<file path="config.mk">
export PLATFORM = sky130hd
export DESIGN_NAME = seq_detect_param
export DESIGN_NICKNAME = d
export VERILOG_FILES = /design/src/rtl/seq_detect_param.sv
export SDC_FILE = /design/constraint.sdc
export NUM_CORES = 1
export LEC_CHECK = 0
export ABC_AREA = 1
export CORE_ASPECT_RATIO = 1.4
export CORE_MARGIN = 4
export CORE_UTILIZATION = 57
export CTS_CLUSTER_SIZE = 10
export DETAILED_ROUTE_END_ITERATION = 10
export PLACE_DENSITY = 0.84
export SYNTH_ARGS = -nofsm -noshare
export SYNTH_HDL_FRONTEND = slang
export SYNTH_SLANG_ARGS = --single-unit
</file>
<file path="constraint.sdc">
create_clock -name clk -period 4.2 [get_ports clk]
set_clock_uncertainty 0.2 [all_clocks]
set_input_delay 0.84 -clock clk [delete_from_list [all_inputs] [get_ports clk]]
set_output_delay 0.84 -clock clk [all_outputs]
set_load 0.005 [all_outputs]
</file>
<file path="src/rtl/seq_detect_param.sv">
// Programmable serial pattern detector with overlap/non-overlap modes and a saturating match counter.
// Optional per-bit compare mask when SEQ_DETECT_MASK_EN is defined (adds port cfg_mask).
//
// state | meaning
// FILL  | fewer than L valid bits in the history, no compare possible
// HUNT  | history holds L valid bits, compare on every accepted bit
module seq_detect_param #(
   parameter int LEN   = 5,
   parameter int CNT_W = 8,
   parameter int LW    = $clog2(LEN + 1)
) (
   input  logic             clk,
   input  logic             reset,
   input  logic [LEN-1:0]   cfg_pattern,
   input  logic [LW-1:0]    cfg_len,
   input  logic             cfg_overlap,
   input  logic             cfg_load,
`ifdef SEQ_DETECT_MASK_EN
   input  logic [LEN-1:0]   cfg_mask,
`endif
   input  logic             din_valid,
   input  logic             din,
   input  logic             cnt_clr,
   output logic             seen,
   output logic             armed,
   output logic [CNT_W-1:0] match_count
);

   typedef enum logic {FILL = 1'b0, HUNT = 1'b1} state_t;

   localparam logic [LW-1:0] LEN_LW = LW'(LEN);

   state_t           state_q, state_d;
   logic [LEN-1:0]   pat_q;
   logic [LEN-1:0]   cmp_mask;
   logic [LEN-1:0]   hist_q, hist_d, hist_sh;
   logic [LEN-1:0]   len_mask;
   logic [LW-1:0]    len_q, len_cfg;
   logic [LW-1:0]    fill_q, fill_d, fill_sh;
   logic             ovl_q;
   logic             seen_q, seen_d;
   logic             match;
   logic [CNT_W-1:0] cnt_d;

   // Out-of-range lengths fall back to the full pattern width.
   assign len_cfg = ((cfg_len == '0) || (cfg_len > LEN_LW)) ? LEN_LW : cfg_len;

`ifdef SEQ_DETECT_MASK_EN
   logic [LEN-1:0] mask_q;
   assign cmp_mask = mask_q;
`else
   assign cmp_mask = {LEN{1'b1}};
`endif

   always_comb begin
      state_d  = state_q;
      hist_d   = hist_q;
      fill_d   = fill_q;
      seen_d   = 1'b0;
      cnt_d    = match_count;
      len_mask = '0;
      for (int i = 0; i < LEN; i++) begin
         len_mask[i] = (i < int'(len_q));
      end
      hist_sh = {hist_q[LEN-2:0], din};
      fill_sh = (fill_q >= len_q) ? len_q : fill_q + 1'b1;
      match   = din_valid && !cfg_load && (fill_sh >= len_q) &&
                (((hist_sh ^ pat_q) & len_mask & cmp_mask) == '0);

      if (cfg_load) begin
         state_d = FILL;
         hist_d  = '0;
         fill_d  = '0;
      end else if (din_valid) begin
         hist_d  = hist_sh;
         fill_d  = fill_sh;
         state_d = (fill_sh >= len_q) ? HUNT : FILL;
         if (match) begin
            seen_d = 1'b1;
            // Non-overlap: the completing bit is consumed, restart filling from empty.
            if (!ovl_q) begin
               state_d = FILL;
               hist_d  = '0;
               fill_d  = '0;
            end
         end
      end

      if (cnt_clr) begin
         cnt_d = match ? CNT_W'(1) : '0;
      end else if (match && (match_count != {CNT_W{1'b1}})) begin
         cnt_d = match_count + 1'b1;
      end
   end

   always_ff @(posedge clk) begin
      if (reset || cfg_load) begin
         pat_q <= cfg_pattern;
         len_q <= len_cfg;
         ovl_q <= cfg_overlap;
`ifdef SEQ_DETECT_MASK_EN
         mask_q <= cfg_mask;
`endif
      end
      if (reset) begin
         state_q     <= FILL;
         hist_q      <= '0;
         fill_q      <= '0;
         seen_q      <= 1'b0;
         match_count <= '0;
      end else begin
         state_q     <= state_d;
         hist_q      <= hist_d;
         fill_q      <= fill_d;
         seen_q      <= seen_d;
         match_count <= cnt_d;
      end
   end

   assign seen  = seen_q;
   assign armed = (state_q == HUNT);

endmodule

</file>
Word level (Yosys, flattened, before mapping)
Index checks and enable logic that the tools add are counted.
{"block": "op_classes", "eq_ne": 1, "n_addsub": 2, "n_bitwise": 3, "n_reduce_logical": 12, "muxes": 12, "magnitude_cmp": 8}
{"operator": "$mux W8", "count": 2}
{"operator": "$mux W3", "count": 3}
{"operator": "$add A8 B1 Y8 const B", "count": 1}
{"operator": "$mux W4", "count": 2}
{"operator": "$ne A8 B8 Y1 const B", "count": 1}
{"operator": "$ge A3 B3 Y1", "count": 2}
{"operator": "$lt A1 B3 Y1 const A", "count": 2}
{"operator": "$lt A2 B3 Y1 const A", "count": 2}
{"operator": "$and A5 B5 Y5", "count": 1}
{"operator": "$logic_not A5 Y1", "count": 1}
{"operator": "$mux W1", "count": 5}
{"operator": "$xor A5 B5 Y5", "count": 1}
{"operator": "$logic_and A1 B1 Y1", "count": 4}
{"operator": "$add A3 B1 Y3 const B", "count": 1}
{"operator": "$gt A3 B3 Y1 const B", "count": 1}
{"operator": "$logic_not A3 Y1", "count": 1}
{"operator": "$lt A3 B3 Y1 const A", "count": 1}
{"operator": "$reduce_or A3 Y1", "count": 1}
{"operator": "$logic_or A1 B1 Y1", "count": 2}
{"operator": "$reduce_bool A2 Y1", "count": 1}
{"operator": "$reduce_or A2 Y1", "count": 1}
{"operator": "$logic_not A1 Y1", "count": 1}
{"operator": "$not A1 Y1", "count": 1}
{"block": "totals", "word_cells": 46, "input_bits": 15, "output_inout_bits": 10, "register_bits": 26}

Longest topological paths before layout
{"block": "logic_depth", "word_depth": 8, "ltp_mapped": 19, "ltp_nobuf": 19}

Least setup slack after synthesis
Ideal clock, no wire load.
{"block": "synth_path", "path_kind": "register -> register", "start": "register len_q[2]", "end": "register state_q, in the netlist armed", "path_stages_with_launch": 18, "t_required_ns": 3.921, "period_less_slack_ns": 2.641, "setup_time_ns": 0.079, "t_arrival_ns": 2.363, "setup_slack_ns": 1.559, "path_buffers": 0, "cell_sequence": "edfxtp_1 > inv_1 > ha_1 > nand2_1 > inv_1 > o21ai_1 > nand2_1 > inv_1 > o21ai_0 > inv_1 > ha_1 > a21oi_1 > inv_1 > a21oi_2 > nor2_8 > nand2_4 > nand2_1 > a21oi_1"}
{"block": "synth_between", "elab_chain_cells": 6}
{"item": "start: declaration", "line": "38", "source": "logic [LW-1:0] len_q, len_cfg;"}
{"item": "start signal: assignment", "line": "99", "source": "len_q <= len_cfg;"}
{"item": "$ge A3 B3 Y1", "line": "66", "source": "fill_sh = (fill_q >= len_q) ? len_q : fill_q + 1'b1;"}
{"item": "$mux W3", "line": "66"}
{"item": "$ge A3 B3 Y1", "line": "67, 77"}
{"item": "$mux W1 or $logic_and A1 B1 Y1 (tied branches)", "line": "77, 67"}
{"item": "$mux W1 or $logic_and A1 B1 Y1 (tied branches)", "line": "81, 67"}
{"item": "$mux W1 (*)", "line": "78", "source": "if (match) begin"}
{"item": "end signal: assignment", "line": "112", "source": "state_q <= state_d;"}
{"item": "end: declaration", "line": "33", "source": "state_t state_q, state_d;"}
Mark *: on every way between the ends. The rest lies on a longest branch, timed or not.
A chain may end at the register's enable or synchronous reset.

Worst setup path after layout
{"block": "layout_path", "start": "register len_q[2]", "end": "register fill_q[1]"}
{"block": "layout_between", "elab_chain_cells": 6}
{"item": "$ge A3 B3 Y1", "line": "66"}
{"item": "$mux W3", "line": "66"}
{"item": "$ge A3 B3 Y1", "line": "67", "source": "match = din_valid && !cfg_load && (fill_sh >= len_q) &&"}
{"item": "$logic_and A1 B1 Y1 (2 in a row)", "line": "67"}
{"item": "$mux W3 (*)", "line": "78"}
{"item": "end signal: assignment", "line": "114", "source": "fill_q <= fill_d;"}
{"item": "end: declaration", "line": "39", "source": "logic [LW-1:0] fill_q, fill_d, fill_sh;"}
Marks and branches as above.

==> results by group <==
Outcome
  – Status: complete, no violations

Route
  – DRT iter0 DRCs: 53
  – DR WL/cell: 11.34 um
  – DRT Pass-1 Iters: 4
  – DRC errors left: 0
  – Vias: 1324
  – Final ANT Viol Nets: 0
  – Vias per Instance: 4.940
  – WL final: 3038 um

Synthesis
  – Post-Synthesis Cell Area: 1544 sq um
  – Largest family of logic cells by synthesized area: simple AND/OR/NAND/NOR gates
  – Xor/xnor share of the synthesized area: 0.03404
  – Synth Area in Adders: 0.05673
  – Seq/Total Area, Yosys: 0.3955
  – Synth unique cells: 27
  – Count of state elements after synthesis: 26
  – Syn nets: 228
  – Yosys warns: 0
  – Mean post-synth cell area: 7.495 sq um
  – Synth Area in Simple Gates: 0.3144
  – Compound-Gate Fraction of Synth Area: 0.09968
  – Mapped Cells: 206
  – Post-synthesis mux area share: 0

Layout
  – Number of fill cells: 223
  – Most frequent cells in the layout: nand2_1 (52), inv_1 (36), clkdlybuf4s50_1 (24)
  – Ant diodes: 0
  – Commonest non-fill, non-tap cell in the layout: nand2_1
  – Ratio of cells with drive above 1 in the final layout: 0.08190
  – Area growth syn-to-layout: 19.69%
  – Final Core Density: 0.7067
  – Fin area: 1848 sq um
  – Final nets: 255

Die
  – Die area: 3617 sq um
  – Core area: 2615 sq um
  – Core Rows: 22
  – Die Y: 69.58 um
  – Horiz. Die Dim: 51.99 um
  – Boundary Pins: 25
  – Effective utilization at floorplan: 0.5904

Setup path
  – CP most frequent cell: inv_1
  – CP max stage delay: 0.49 ns
  – Slowest stage cell, crit path: edfxtp_1
  – Crit path buffers/inverters: 5
  – Crit-path cells: inv_1, ha_1, nand2_1, inv_1, o21ai_1, nand2_1, inv_1, o21ai_0, inv_1, ha_1, a21oi_1, inv_1, a21oi_2, nor2_8, nand2_4, nand2_1, a21oi_1
  – Endpoint class of the critical path: flop
  – Worst setup SP type: flop
  – Worst setup path class: flop to flop
  – WP data required: 4.24 ns
  – WP data arrival: 3.11 ns
  – Cell family with most CP delay: compound AO/OA/AOI/OAI gates
  – CP max FO: 9

STA
  – Fin Hold WS: 0.2784 ns
  – Minimum clock period: 3.070 ns
  – Worst-margin pin slew: 0.4895 ns
  – Period utilisation layout: 0.7311
  – FMAX: 0.3257 GHz
  – Max-slew headroom: 0.6716
  – Setup TNS: 0 ns
  – RSZ-0062 raised after global routing: no
  – Pins Over Slew Limit: 0
  – Final setup viols: 0
  – Endpoints failing hold: 0

Place
  – DP Area: 1822 sq um
  – Gpl congestion: 0.7972
  – Port bufs: 24
  – DP HPWL: 2318 um

Clock network
  – CTS tree: yes
  – CTS Buf Count: 3
  – CTS Sinks: 26
  – Reg clk slew, reported paths: 0.14 ns
  – Setup bufs post-CTS: 0
  – Resized cells post-CTS: 0
  – H-tree levels: 1
  – Clk root buf: clkbuf_4
  – Hold_buf cts: 0
  – Longest Clk Path Bufs: 2
  – Skew-Pair Late Insertion Delay: 0.31 ns

Job
  – MaxCap Viol Count: 0

Power
  – Peak supply drop: 0.0002079 V
  – P per Cell Area: 267.8 nW/um^2
  – Pleak: 0.8439 nW

GRT
  – Grt ovf: 0
  – Initial antenna violation count: 0
  – Pin count of the biggest net entering global routing: 17
  – Total track usage: 0.1875
  – Vias in the first global route: 1236
  – First-pass GRT wire length: 5278 um

Hold path
  – Worst hold path class: flop to flop
-- where the power goes --
part | total [mW] | switching, mW | internal, mW
clock network | 0.109 | 0.0717 | 0.0371
registers | 0.282 | 0.00933 | 0.273
logic | 0.104 | 0.0627 | 0.0415
total | 0.495 | 0.144 | 0.351
-- metal layers --
layer / routed length [um] / track usage / up-vias
met1: 1325 / 0.2363 / 599
met2: 1625 / 0.3217 / 19
met5: 0 / 0 / -
met3: 57 / 0.02151 / 2
li1: - / - / 704
met4: 30 / 0.06122 / 0
-- sequential cells by signal, indices dropped and copies added (netlist names) --
| name | count |
|---|---|
| len_q | 3 |
| pat_q | 5 |
| match_count | 8 |
| seen | 1 |
| fill_q | 3 |
| hist_q | 4 |
| armed | 1 |
| ovl_q | 1 |
-- per-stage QoR --
stage	total power [mW]	instances	setup WS [ns]
floorplan	0.3589	206	1.559
global placement	0.3880	264	1.237
detailed placement	0.3913	264	1.184
CTS	0.4995	268	1.136
global route	0.5272	268	0.8077
finish	0.4948	268	1.130
-- worst min-delay path, stage by stage, from the launching register on --
cell	delay, ns
dfxtp_1	0.34
nand2_1	0.06
a21oi_1	0.06
-- path summary, 6_finish.rpt --
path | cells past startpoint | end | startpoint | slack (ns)
worst max register to register | 17 | fill_q[1] | len_q[2] | 1.13
worst min-delay path | 2 | armed | armed | 0.28
worst min register to register | 2 | armed | armed | 0.28
worst max-delay path | 17 | fill_q[1] | len_q[2] | 1.13
-- area by class of cell --
class                   instances  area (sq um)  share of cell area
clock buffers                   4         26.28             0.01422
inverters                      39         146.4             0.07921
multi-input cells             139         779.5              0.4218
flip-flops and latches         26         610.6              0.3304
well taps                      36         45.04             0.02437
repair buffers                 24         240.2              0.1300
-- synth_stat cells --
cell	n	area, sq um
a21boi_1	1	7.510
a21oi_1	18	90.09
a21oi_2	1	8.760
clkbuf_1	2	7.510
clkinv_1	2	7.510
dfxtp_1	17	340.3
edfxtp_1	9	270.3
ha_1	7	87.58
inv_1	36	135.1
inv_2	1	3.750
nand2_1	52	195.2
nand2_2	1	6.260
nand2_4	2	22.52
nand3_1	10	50.05
nand3_2	3	30.03
nand3_4	1	17.52
nand4_1	7	43.79
nor2_1	14	52.55
nor2_2	3	18.77
nor2_4	2	22.52
nor2_8	1	20.02
o21ai_0	4	20.02
o21ai_1	4	20.02
o31ai_1	1	7.510
or2_2	1	6.260
xnor2_1	2	17.52
xor2_1	4	35.03
-- cells by family after synthesis --
logic type	Yosys count
AO/OA/AOI/OAI	29
adder cells (fa/ha/maj)	7
XOR/XNOR	6
AND/OR/NAND/NOR	97
flip-flops	26
buffers and inverters	41
No activity file was read; power rests on OpenSTA's default activity.
